$ cat config.mk
export PLATFORM = sky130hd
export DESIGN_NAME = three_sort_stream
export DESIGN_NICKNAME = d
export VERILOG_FILES = /design/src/rtl/three_sort_stream.sv
export SDC_FILE = /design/constraint.sdc
export NUM_CORES = 1
export LEC_CHECK = 0
export CAP_MARGIN = 20
export CORE_ASPECT_RATIO = 0.5
export CORE_UTILIZATION = 33
export DETAILED_ROUTE_END_ITERATION = 8
export HOLD_SLACK_MARGIN = 0.03
export PLACE_DENSITY = 0.62
export SKIP_LAST_GASP = 1
export SYNTH_ARGS = -nofsm -noshare
export SYNTH_HDL_FRONTEND = slang
export SYNTH_SLANG_ARGS = --single-unit
$ cat constraint.sdc
create_clock -name clk -period 3 [get_ports clk]
set_input_delay 0.3 -clock clk [delete_from_list [all_inputs] [get_ports clk]]
set_output_delay 0.3 -clock clk [all_outputs]
set_load 0.05 [all_outputs]
$ cat src/rtl/three_sort_stream.sv
// Streaming three-value sorter: collects three beats, sorts them with three
// registered compare-swap steps, then emits them largest-first with a last flag.
module three_sort_stream #(
    parameter int unsigned WIDTH = 8,
    parameter int unsigned CNT_W = 16
) (
    input  logic             clk,
    input  logic             rst,
    input  logic [WIDTH-1:0] in_data,
    input  logic             in_valid,
    output logic             in_ready,
    output logic [WIDTH-1:0] out_data,
    output logic             out_valid,
    input  logic             out_ready,
    output logic             out_last,
    output logic             busy,
    output logic [CNT_W-1:0] sets_done
);

    localparam int unsigned IDX_W = 2;

    typedef enum logic [1:0] {
        ST_COLLECT = 2'd0,
        ST_SORT    = 2'd1,
        ST_EMIT    = 2'd2
    } state_e;

    state_e             state_q;
    logic [IDX_W-1:0]   idx_q;
    logic [IDX_W-1:0]   step_q;
    logic [IDX_W-1:0]   beat_q;
    logic [WIDTH-1:0]   v0_q;
    logic [WIDTH-1:0]   v1_q;
    logic [WIDTH-1:0]   v2_q;
    logic [WIDTH-1:0]   out_data_q;
    logic               out_valid_q;
    logic               out_last_q;
    logic [CNT_W-1:0]   sets_done_q;

    // Compare-swap operands: step 1 works on (v1,v2), steps 0 and 2 on (v0,v1)
    logic [WIDTH-1:0]   cmp_a_c;
    logic [WIDTH-1:0]   cmp_b_c;
    logic [WIDTH-1:0]   hi_d;
    logic [WIDTH-1:0]   lo_d;
    logic               swap_c;

    always_comb begin
        cmp_a_c = v0_q;
        cmp_b_c = v1_q;
        if (step_q == IDX_W'(1)) begin
            cmp_a_c = v1_q;
            cmp_b_c = v2_q;
        end
        // Strict less-than: equal values keep their positions
        swap_c = (cmp_a_c < cmp_b_c);
        hi_d   = swap_c ? cmp_b_c : cmp_a_c;
        lo_d   = swap_c ? cmp_a_c : cmp_b_c;
    end

    always_ff @(posedge clk) begin
        if (rst) begin
            state_q     <= ST_COLLECT;
            idx_q       <= '0;
            step_q      <= '0;
            beat_q      <= '0;
            v0_q        <= '0;
            v1_q        <= '0;
            v2_q        <= '0;
            out_data_q  <= '0;
            out_valid_q <= 1'b0;
            out_last_q  <= 1'b0;
            sets_done_q <= '0;
        end else begin
            case (state_q)
                ST_COLLECT: begin
                    if (in_valid) begin
                        case (idx_q)
                            IDX_W'(0): v0_q <= in_data;
                            IDX_W'(1): v1_q <= in_data;
                            default:   v2_q <= in_data;
                        endcase
                        if (idx_q == IDX_W'(2)) begin
                            idx_q   <= '0;
                            step_q  <= '0;
                            state_q <= ST_SORT;
                        end else begin
                            idx_q <= IDX_W'(idx_q + IDX_W'(1));
                        end
                    end
                end

                ST_SORT: begin
                    if (step_q == IDX_W'(1)) begin
                        v1_q <= hi_d;
                        v2_q <= lo_d;
                    end else begin
                        v0_q <= hi_d;
                        v1_q <= lo_d;
                    end
                    if (step_q == IDX_W'(2)) begin
                        step_q  <= '0;
                        beat_q  <= '0;
                        state_q <= ST_EMIT;
                    end else begin
                        step_q <= IDX_W'(step_q + IDX_W'(1));
                    end
                end

                ST_EMIT: begin
                    // First EMIT cycle loads the maximum; later ones advance on accept
                    if (!out_valid_q) begin
                        out_data_q  <= v0_q;
                        out_valid_q <= 1'b1;
                        out_last_q  <= 1'b0;
                        beat_q      <= '0;
                    end else if (out_ready) begin
                        case (beat_q)
                            IDX_W'(0): begin
                                out_data_q <= v1_q;
                                beat_q     <= IDX_W'(1);
                            end
                            IDX_W'(1): begin
                                out_data_q <= v2_q;
                                out_last_q <= 1'b1;
                                beat_q     <= IDX_W'(2);
                            end
                            default: begin
                                out_valid_q <= 1'b0;
                                out_last_q  <= 1'b0;
                                beat_q      <= '0;
                                sets_done_q <= CNT_W'(sets_done_q + CNT_W'(1));
                                state_q     <= ST_COLLECT;
                            end
                        endcase
                    end
                end

                default: begin
                    state_q <= ST_COLLECT;
                end
            endcase
        end
    end

    assign in_ready  = (state_q == ST_COLLECT) && !rst;
    assign busy      = (state_q == ST_SORT) || (state_q == ST_EMIT);
    assign out_data  = out_data_q;
    assign out_valid = out_valid_q;
    assign out_last  = out_last_q;
    assign sets_done = sets_done_q;

endmodule
==> flow_summary.yaml <==
finish:
  postLayoutCellArea_um2: 4359
  layout-drive-gt1-share: 0.1132
  syn_to_final_growth_pct: 26.55
  seqCellArea_um2: 1161
  layout.nets: 505
  final_cells: 621
  post-route-util: 0.4452
  multiInputGateArea_um2: 2105
  n_fill_cell: 985
  antenna_cells: 0
hold_path:
  min_path_cells: 2
  min_path_type: "primary input to flop"
  hold_end: "out_data[2]$_SDFFE_PP0P_"
  worstHoldStart: "rst"
sta:
  setup_slack_ns: 0.1826
  setup_tns_ns: 0
  fmax_mhz: 354.9
  timing.final.crit_period_ns: 2.817
  drv_slew: 0
  setup_viol: 0
  worstMarginPinSlew_ns: 0.6859
  hold_ws_ns: 0.2896
  rsz0062_at_grt: "false"
  skew_ns: 0.004742
  hold_viol: 0
  max_slew_margin: 0.5396
  fin_crit_sh: 0.9391
place:
  placedInstanceArea_um2: 4034
  dpl.hpwl_um: 6353
  place_ws_ns: 0.1336
  io_buffers: 39
  dp.cells: 606
  place.gp.congestion: 0.8569
synth:
  synthArstFlopShare: 0
  yosys.area_share.adder: 0.03996
  synth_compound_area_frac: 0.2525
  syn_area_um2: 3445
  syn-mean-instance-area_um2: 7.811
  netlist_instances: 441
  synth.distinct_cells: 52
  synth_edf_count: 0
  synth_top_flop_cell: "dfxtp_1"
  synth-xor-area-share: 0.02288
  ys_seq_elements: 58
  synthMuxAreaShare: 0.08282
  yosysSeqAreaShare: 0.3371
  synth_fp_nets: 464
  synth_top_family_by_area: "compound AO/OA/AOI/OAI gates"
  synthSimpleGateAreaFrac: 0.2070
  yosys_warnings: 0
worst_setup_path:
  worstSetupPathType: "flop to flop"
  path_max_fanout: 23
  r2r_start: "step_q[0]$_SDFFE_PP0P_"
  worstPathRequired_ns: 3.21
  rr_endpoint: "v1_q[3]$_SDFFE_PP0P_"
  critPathArrivalTime_ns: 3.03
  start_kind: "flop"
  startpoint: "step_q[0]$_SDFFE_PP0P_"
  end_kind: "flop"
  ff2ff_setup_slack_ns: 0.18
  reg2regPathDepth: 11
cts:
  clkSinkCount: 58
  cts.clk_slew.worst_paths_ns: 0.05
  h-tree-depth: 3
  cts_buffers: 9
  holdBufCountCts: 0
  clockBufferDepth: 2
  cts_setup_buffers: 0
  cts_root_buf: "clkbuf_16"
  cts_tree: "done"
  clk_latency_ns: 0.33
routing:
  wl_um: 9101
  drt_iter0_drc: 242
  drc: 0
  wl_per_cell_um: 14.66
  ant_nets: 0
  firstDrtPassIters: 5
  vias: 3332
  avgViaCountPerCell: 5.366
power:
  peakVddDrop_mv: 0.2913
  p_leak_nw: 1.647
  power_density_nw_per_um2: 544.8
  p_total_mw: 2.375
floorplanning:
  die_area_um2: 10880
  die_y_um: 74.25
  core.rowCount: 25
  die_w_um: 146.5
  start_util: 0.3518
  fp.coreArea_um2: 9791
  num_io_pins: 40
global_route:
  grt_first_pass_wirelength_um: 14880
  first_global_vias: 3011
  grt-ovfl-total: 0
  track_usage: 0.1782
  grt_max_degree: 40
  antenna_found_initial: 0
job:
  drv_cap: 0
run_status:
  status: "finished, final reports clean"
cell usage after synthesis, drive strengths merged, types with 7 or more instances:
cell type | number | area, um^2
nand2 | 34 | 127.6
a31oi | 7 | 43.79
or3 | 8 | 50.05
dfxtp | 58 | 1161
inv | 17 | 63.81
o21ai | 26 | 130.1
nand3 | 7 | 35.03
ha | 11 | 137.6
buf | 13 | 71.32
xor2 | 8 | 70.07
nor2 | 66 | 247.7
mux2i | 24 | 240.2
clkbuf | 17 | 63.81
a21oi | 52 | 260.3
logic make-up (layout without fill, tap and decap cells):
logic type      after synthesis  count (layout)
fa+ha+maj                    11              11
xor+xnor                      9               9
simple gates                152             152
flops                        58              58
mux                          28              28
buf+inv                      47              92
compound gates              136             136
what timing repair did:
item / CTS / global route
endpoints found under the setup margin: 0 / 20
resized for setup: 0 / 5
hold endpoints to repair: 0 / 0
worst max-delay path by stage:
stage	endpoint	slack, ns
2_1_floorplan	v2_q[4]$_SDFFE_PP0P_	0.08
3_3_place_gp	v1_q[3]$_SDFFE_PP0P_	0.21
3_5_place_dp	v1_q[3]$_SDFFE_PP0P_	0.13
4_1_cts	v1_q[3]$_SDFFE_PP0P_	0.11
5_1_grt	v2_q[5]$_SDFFE_PP0P_	0.02
6_report	v1_q[3]$_SDFFE_PP0P_	0.18
power breakdown:
| group | total (mW) | switching [mW] | internal, mW |
|---|---|---|---|
| Combinational | 0.502 | 0.304 | 0.198 |
| Sequential | 0.827 | 0.0264 | 0.801 |
| Clock | 1.05 | 0.343 | 0.704 |
| Total | 2.37 | 0.673 | 1.70 |
area by class of cell:
| class | count | area share |
|---|---|---|
| Clock buffer | 13 | 0.06200 |
| Multi-Input combinational cell | 336 | 0.4828 |
| Tap cell | 135 | 0.03875 |
| Clock inverter | 2 | 0.008037 |
| Sequential cell | 58 | 0.2664 |
| Timing Repair Buffer | 60 | 0.1274 |
| Inverter | 17 | 0.01464 |
routing by layer:
| layer | global-route usage | part of all wire |
|---|---|---|
| met2 | 0.2825 | 0.43 |
| met3 | 0.04540 | 0.056 |
| met5 | 0 | 0 |
| met4 | 0.06713 | 0.014 |
| met1 | 0.2368 | 0.50 |
worst max-delay path, cell delays in order (launching register included):
cell,delay [ns]
dfxtp_1,0.34
nand2b_1,0.13
buf_12,0.19
mux2i_1,0.40
ha_1,0.32
nand4_1,0.12
o221ai_1,0.15
a21oi_2,0.18
and2_1,0.17
buf_4,0.23
a21oi_1,0.10
o311a_1,0.37
layout by cell type, fill, tap and decap left out, types with 4 or more instances in the layout:
master,instances
a21o_1,5
a21oi_1,51
a311o_1,4
a31o_2,4
a31oi_1,7
a32oi_1,6
a41oi_1,4
and3_1,4
buf_4,20
clkbuf_16,9
clkdlybuf4s50_1,38
dfxtp_1,58
ha_1,11
inv_1,16
mux2_2,4
mux2i_1,22
nand2_1,34
nand2b_1,6
nand3_1,7
nand4_1,4
nor2_1,65
nor2b_1,6
nor3_1,4
o21ai_0,24
or3_1,8
xor2_1,8
registers in the layout, indices dropped and copies added, names as in the netlist:
| signal | flops |
|---|---|
| sets_done | 16 |
| out_data | 8 |
| v0_q | 8 |
| v1_q | 8 |
| v2_q | 8 |
| beat_q | 2 |
| idx_q | 2 |
| state_q | 2 |
| step_q | 2 |
| out_last | 1 |
| out_valid | 1 |
No activity file was read; power rests on OpenSTA's default activity.
==> patch 1: new RTL, same flow settings <==
The parameter `WIDTH` goes from 8 to 10.
--- a/src/rtl/three_sort_stream.sv
+++ b/src/rtl/three_sort_stream.sv
@@ -2,5 +2,5 @@
 // registered compare-swap steps, then emits them largest-first with a last flag.
 module three_sort_stream #(
-    parameter int unsigned WIDTH = 8,
+    parameter int unsigned WIDTH = 10,
     parameter int unsigned CNT_W = 16
 ) (
Interface: changed (resized in_data and out_data); port bits go from 40 to 44. No check against the original RTL was run, so the function may have changed too.
==> patch 1 against the original RTL <==
Final cell count grew 18%. Synthesized cell count rose by 16%. Clock power increased by 7%. Sequential cell count grew 8. Area after synthesis rose by 15%. Clock skew increased by 1.1 ps. Global-route usage is 1.3 points higher. Critical path type unchanged. Critical path depth increased by 1. Critical endpoint is now v2_q[7]. Core utilization about the same. Power grew 23%. Routed wire length rose by 22%. Cell area increased by 16%. First-iteration DRC count decreased by 18%. Setup slack worse by 41 ps.
==> patch 1: results (changes against the original RTL) <==
| Metric | Value |
|---|---|
| Sequential Power | 0.000970 W (was 0.000827 W) |
| CP max-delay cell | dfxtp_2 (was mux2i_1) |
| GRT Util Overall | 0.1914 (was 0.1782) |
| YS warnings | 0 (unchanged) |
| XOR/XNOR Fraction of Synth Area | 0.02883 (was 0.02288) |
| Routed WL | 11140 um (was 9101 um) |
| Post-synth cell types | 49 (was 52) |
| Comb. pwr | 0.000819 W (was 0.000502 W) |
| Fraction of layout cells with a size suffix above 1 | 0.1121 (was 0.1132) |
| Initial DRT Pass Iterations | 6 (was 5) |
| Vias per inst | 5.282 (was 5.366) |
| First-pass GRT wire length | 18250 um (was 14880 um) |
| Final nets | 593 (was 505) |
| Port bufs | 43 (was 39) |
| Adder-cell area share of the yosys netlist | 0.04119 (was 0.03996) |
| Initial DRC count | 199 (was 242) |
| Synth Area in Compound Gates | 0.2243 (was 0.2525) |
| Clk_skew | 5.812 ps (was 4.742 ps) |
| Leakage | 1.892 nW (was 1.647 nW) |
| Top cells by area, synth | dfxtp_1 33%, nand2_1 9.0%, mux2i_1 7.1%, nor2_1 6.5%, a21oi_1 5.6% (was dfxtp_1 34%, a21oi_1 7.6%, nor2_1 7.2%, mux2i_1 7.0%, ha_1 4.0%) |
| Sequential share of the synthesized area | 0.3346 (was 0.3371) |
| Fill cells | 1118 (was 985) |
| Critical Path Max Stage Delay | 340 ps (was 400 ps) |
| Setup WS pre-CTS | 37.74 ps (was 133.6 ps) |
| Status | finished clean (unchanged) |
| Placer Congestion | 0.8283 (was 0.8569) |
| Largest net degree at the start of global routing | 48 (was 40) |
| Pint | 0.001998 W (was 0.001702 W) |
| CP arrival | 3050 ps (was 3030 ps) |
| Placement Cell Area | 4681 um^2 (was 4034 um^2) |
| Max VDD drop | 0.3214 mV (was 0.2913 mV) |
| Mux contribution to synthesized area | 0.07098 (was 0.08282) |
| Critical path fanouts, max | 11 (was 23) |
| Post-cts resize count | 1 (was 0) |
| Syn Nets | 539 (was 464) |
| Number of global-route vias before repair | 3705 (was 3011) |
[patch 1: layout make-up]
cell class | count | area [um^2] | share of cell area
tap | 159 | 198.9 | 0.03947
clock buffer | 15 | 287.8 | 0.05710
clock inverter | 1 | 30.03 | 0.005958
sequential | 66 | 1323 | 0.2624
timing repair buffer | 76 | 680.7 | 0.1351
inverter | 10 | 37.54 | 0.007448
multi-input combinational | 403 | 2482 | 0.4926
[patch 1: path summary, 6_finish.rpt]
check,start,endpoint,slack (ps),depth (start not counted)
max,step_q[0],v2_q[7],140,12
min,rst,idx_q[0],360,2
max reg2reg,step_q[0],v2_q[7],140,12
min reg2reg,out_data[0],out_data[0],450,2
[patch 1: logic make-up (layout without fill, tap and decap cells)]
| family | count (synthesis) | after routing |
|---|---|---|
| and+or+nand+nor | 222 | 222 |
| muxes | 28 | 28 |
| adders and majority gates | 13 | 13 |
| DFF | 66 | 66 |
| buffers and inverters | 43 | 102 |
| AOI/OAI and AO/OA | 127 | 127 |
| xor gates and xnor gates | 13 | 13 |
[patch 1: worst max-delay path, delay by kind of cell, from the launching register on]
family,cells,cell delay [ps]
AOI/OAI and AO/OA,4,790
adders and majority gates,1,320
buffers and inverters,2,320
DFF,1,340
muxes,1,220
and+or+nand+nor,4,740
[patch 1: metrics by stage]
stage	power, W	instances
floorplan	0.001512	512
global placement	0.001760	714
detailed placement	0.001760	714
CTS	0.002894	730
global route	0.003055	730
finish	0.002909	730
[patch 1: metal layers]
layer / wire length [um] / vias to the layer above / GRT usage
met4: 135 / 0 / 0.05686
met1: 5362 / 1789 / 0.2452
met5: 0 / - / 0
met3: 843 / 12 / 0.06496
li1: - / 1924 / -
met2: 4793 / 131 / 0.3031
==> patch 2: new RTL, same flow settings <==
Made on the original files. The 3 states of `state_e` get a one-hot encoding in 3 bits.
--- a/src/rtl/three_sort_stream.sv
+++ b/src/rtl/three_sort_stream.sv
@@ -20,8 +20,8 @@
     localparam int unsigned IDX_W = 2;
 
-    typedef enum logic [1:0] {
-        ST_COLLECT = 2'd0,
-        ST_SORT    = 2'd1,
-        ST_EMIT    = 2'd2
+    typedef enum logic [2:0] {
+        ST_COLLECT = 3'b001,
+        ST_SORT    = 3'b010,
+        ST_EMIT    = 3'b100
     } state_e;
 
Formal check against the unedited RTL: same outputs for any inputs over 10 cycles, from zero or initial values and one cycle with rst high; not proved beyond that.
==> patch 2 against the original RTL <==
Maximum frequency decreased by 2.7%. Setup slack worse by 78 ps. Via count is 4.5% lower. Cell area increased by 3.9%. Routed wire length grew 4.7%. Sequential cell count is 1 higher. Area after synthesis is 1.8% higher. Critical path type unchanged.
Power is not compared: it rests on default switching activity, and its combinational part moved more than twofold at a synthesized area within 25%.
==> patch 2: results (changes against the original RTL) <==
| Metric | Value |
|---|---|
| Status | finished clean (unchanged) |
| Syn Nets | 439 (was 464) |
| Final cell count without fillers | 606 (was 621) |
| Adder-cell area share of the yosys netlist | 0.02854 (was 0.03996) |
| CTS max path bufs | 2 (unchanged) |
| Fraction of layout cells with a size suffix above 1 | 0.1631 (was 0.1132) |
| Clk_skew | 2.793 ps (was 4.742 ps) |
| Initial DRC count | 188 (was 242) |
| Mux contribution to synthesized area | 0.1477 (was 0.08282) |
| Largest net degree at the start of global routing | 37 (was 40) |
| Critical path fanouts, max | 16 (was 23) |
| Final nets | 481 (was 505) |
| Post-synth cell types | 50 (was 52) |
| Hold Startpoint | out_data[4] (was rst) |
| XOR/XNOR Fraction of Synth Area | 0.02497 (was 0.02288) |
| Sequential share of the synthesized area | 0.3368 (was 0.3371) |
| Slew HR | 0.4022 (was 0.5396) |
| Total number of vias | 3183 (was 3332) |
| Fill cells | 1009 (was 985) |
| CP arrival | 3140 ps (was 3030 ps) |
| Top cells by area, synth | dfxtp_1 34%, mux2i_1 7.7%, mux2_2 7.1%, nor2_1 6.3%, a21oi_1 4.3% (was dfxtp_1 34%, a21oi_1 7.6%, nor2_1 7.2%, mux2i_1 7.0%, ha_1 4.0%) |
| CP Capture Point | v1_q[6] (was v1_q[3]) |
| Placed Cells | 586 (was 606) |
| Delay-heaviest family, CP | multiplexers (was compound AO/OA/AOI/OAI gates) |
| Placer Congestion | 0.7824 (was 0.8569) |
| Grt met1 use | 0.2278 (was 0.2368) |
| Met2 GRT Util | 0.2767 (was 0.2825) |
| Most frequent cells after synthesis | 59 x dfxtp_1, 59 x nor2_1, 34 x nand2_1 (was 66 x nor2_1, 58 x dfxtp_1, 52 x a21oi_1) |
| Hold WC Path Type | flop to flop (was primary input to flop) |
| R2r setup slk | 100 ps (was 180 ps) |
| Number of global-route vias before repair | 2967 (was 3011) |
| GRT Util Overall | 0.1734 (was 0.1782) |
[patch 2: changes by cell type in the layout (fill, tap and decap cells not counted), moves of 7 or more]
cell / unedited run / this run
a211o_1: 0 / 8
nand3_1: 7 / 15
o21ai_0: 24 / 10
mux2_2: 4 / 22
and2_1: 3 / 10
a21oi_1: 51 / 28
a311oi_1: 0 / 11
buf_4: 20 / 12
[patch 2: timing repair]
| action | CTS | global route |
|---|---|---|
| hold buffers | 0 | 0 |
| gates resized for setup | 0 | 12 |
| setup buffers | 0 | 2 |
| setup endpoints to repair | 0 | 24 |
[patch 2: area by class of cell]
type | count | area, um^2 | share of cell area
timing repair buffer | 57 | 596.8 | 0.1318
sequential | 59 | 1182 | 0.2611
clock buffer | 11 | 232.7 | 0.05140
inverter | 15 | 56.30 | 0.01243
multi-input combinational | 319 | 2207 | 0.4874
clock inverter | 5 | 77.57 | 0.01713
tap | 140 | 175.2 | 0.03868
[patch 2: report_power, final]
group | switching, W | internal (W) | leakage [nW]
Sequential | 0.0000776 | 0.000851 | 0.479
Combinational | 0.000638 | 0.000643 | 0.897
Clock | 0.000360 | 0.000723 | 0.150
[patch 2: through the flow]
step	TNS [ps]	area [um^2]	hold slack (ps)	setup WS [ps]
after detailed placement	0	4093	449.8	57.29
after CTS	0	4403	456.7	36.20
final	0	4528	453.9	104.6
after global placement	0	4093	443.6	164.3
after global routing	-40.22	4528	473.9	-19.42
after floorplan	0	3507	447.5	192.4
[patch 2: routing by layer]
| layer | vias up | wire length [um] |
|---|---|---|
| li1 | 1590 | - |
| met1 | 1503 | 4616 |
| met2 | 83 | 4256 |
| met3 | 7 | 580 |
| met4 | 0 | 79 |
| met5 | - | 0 |
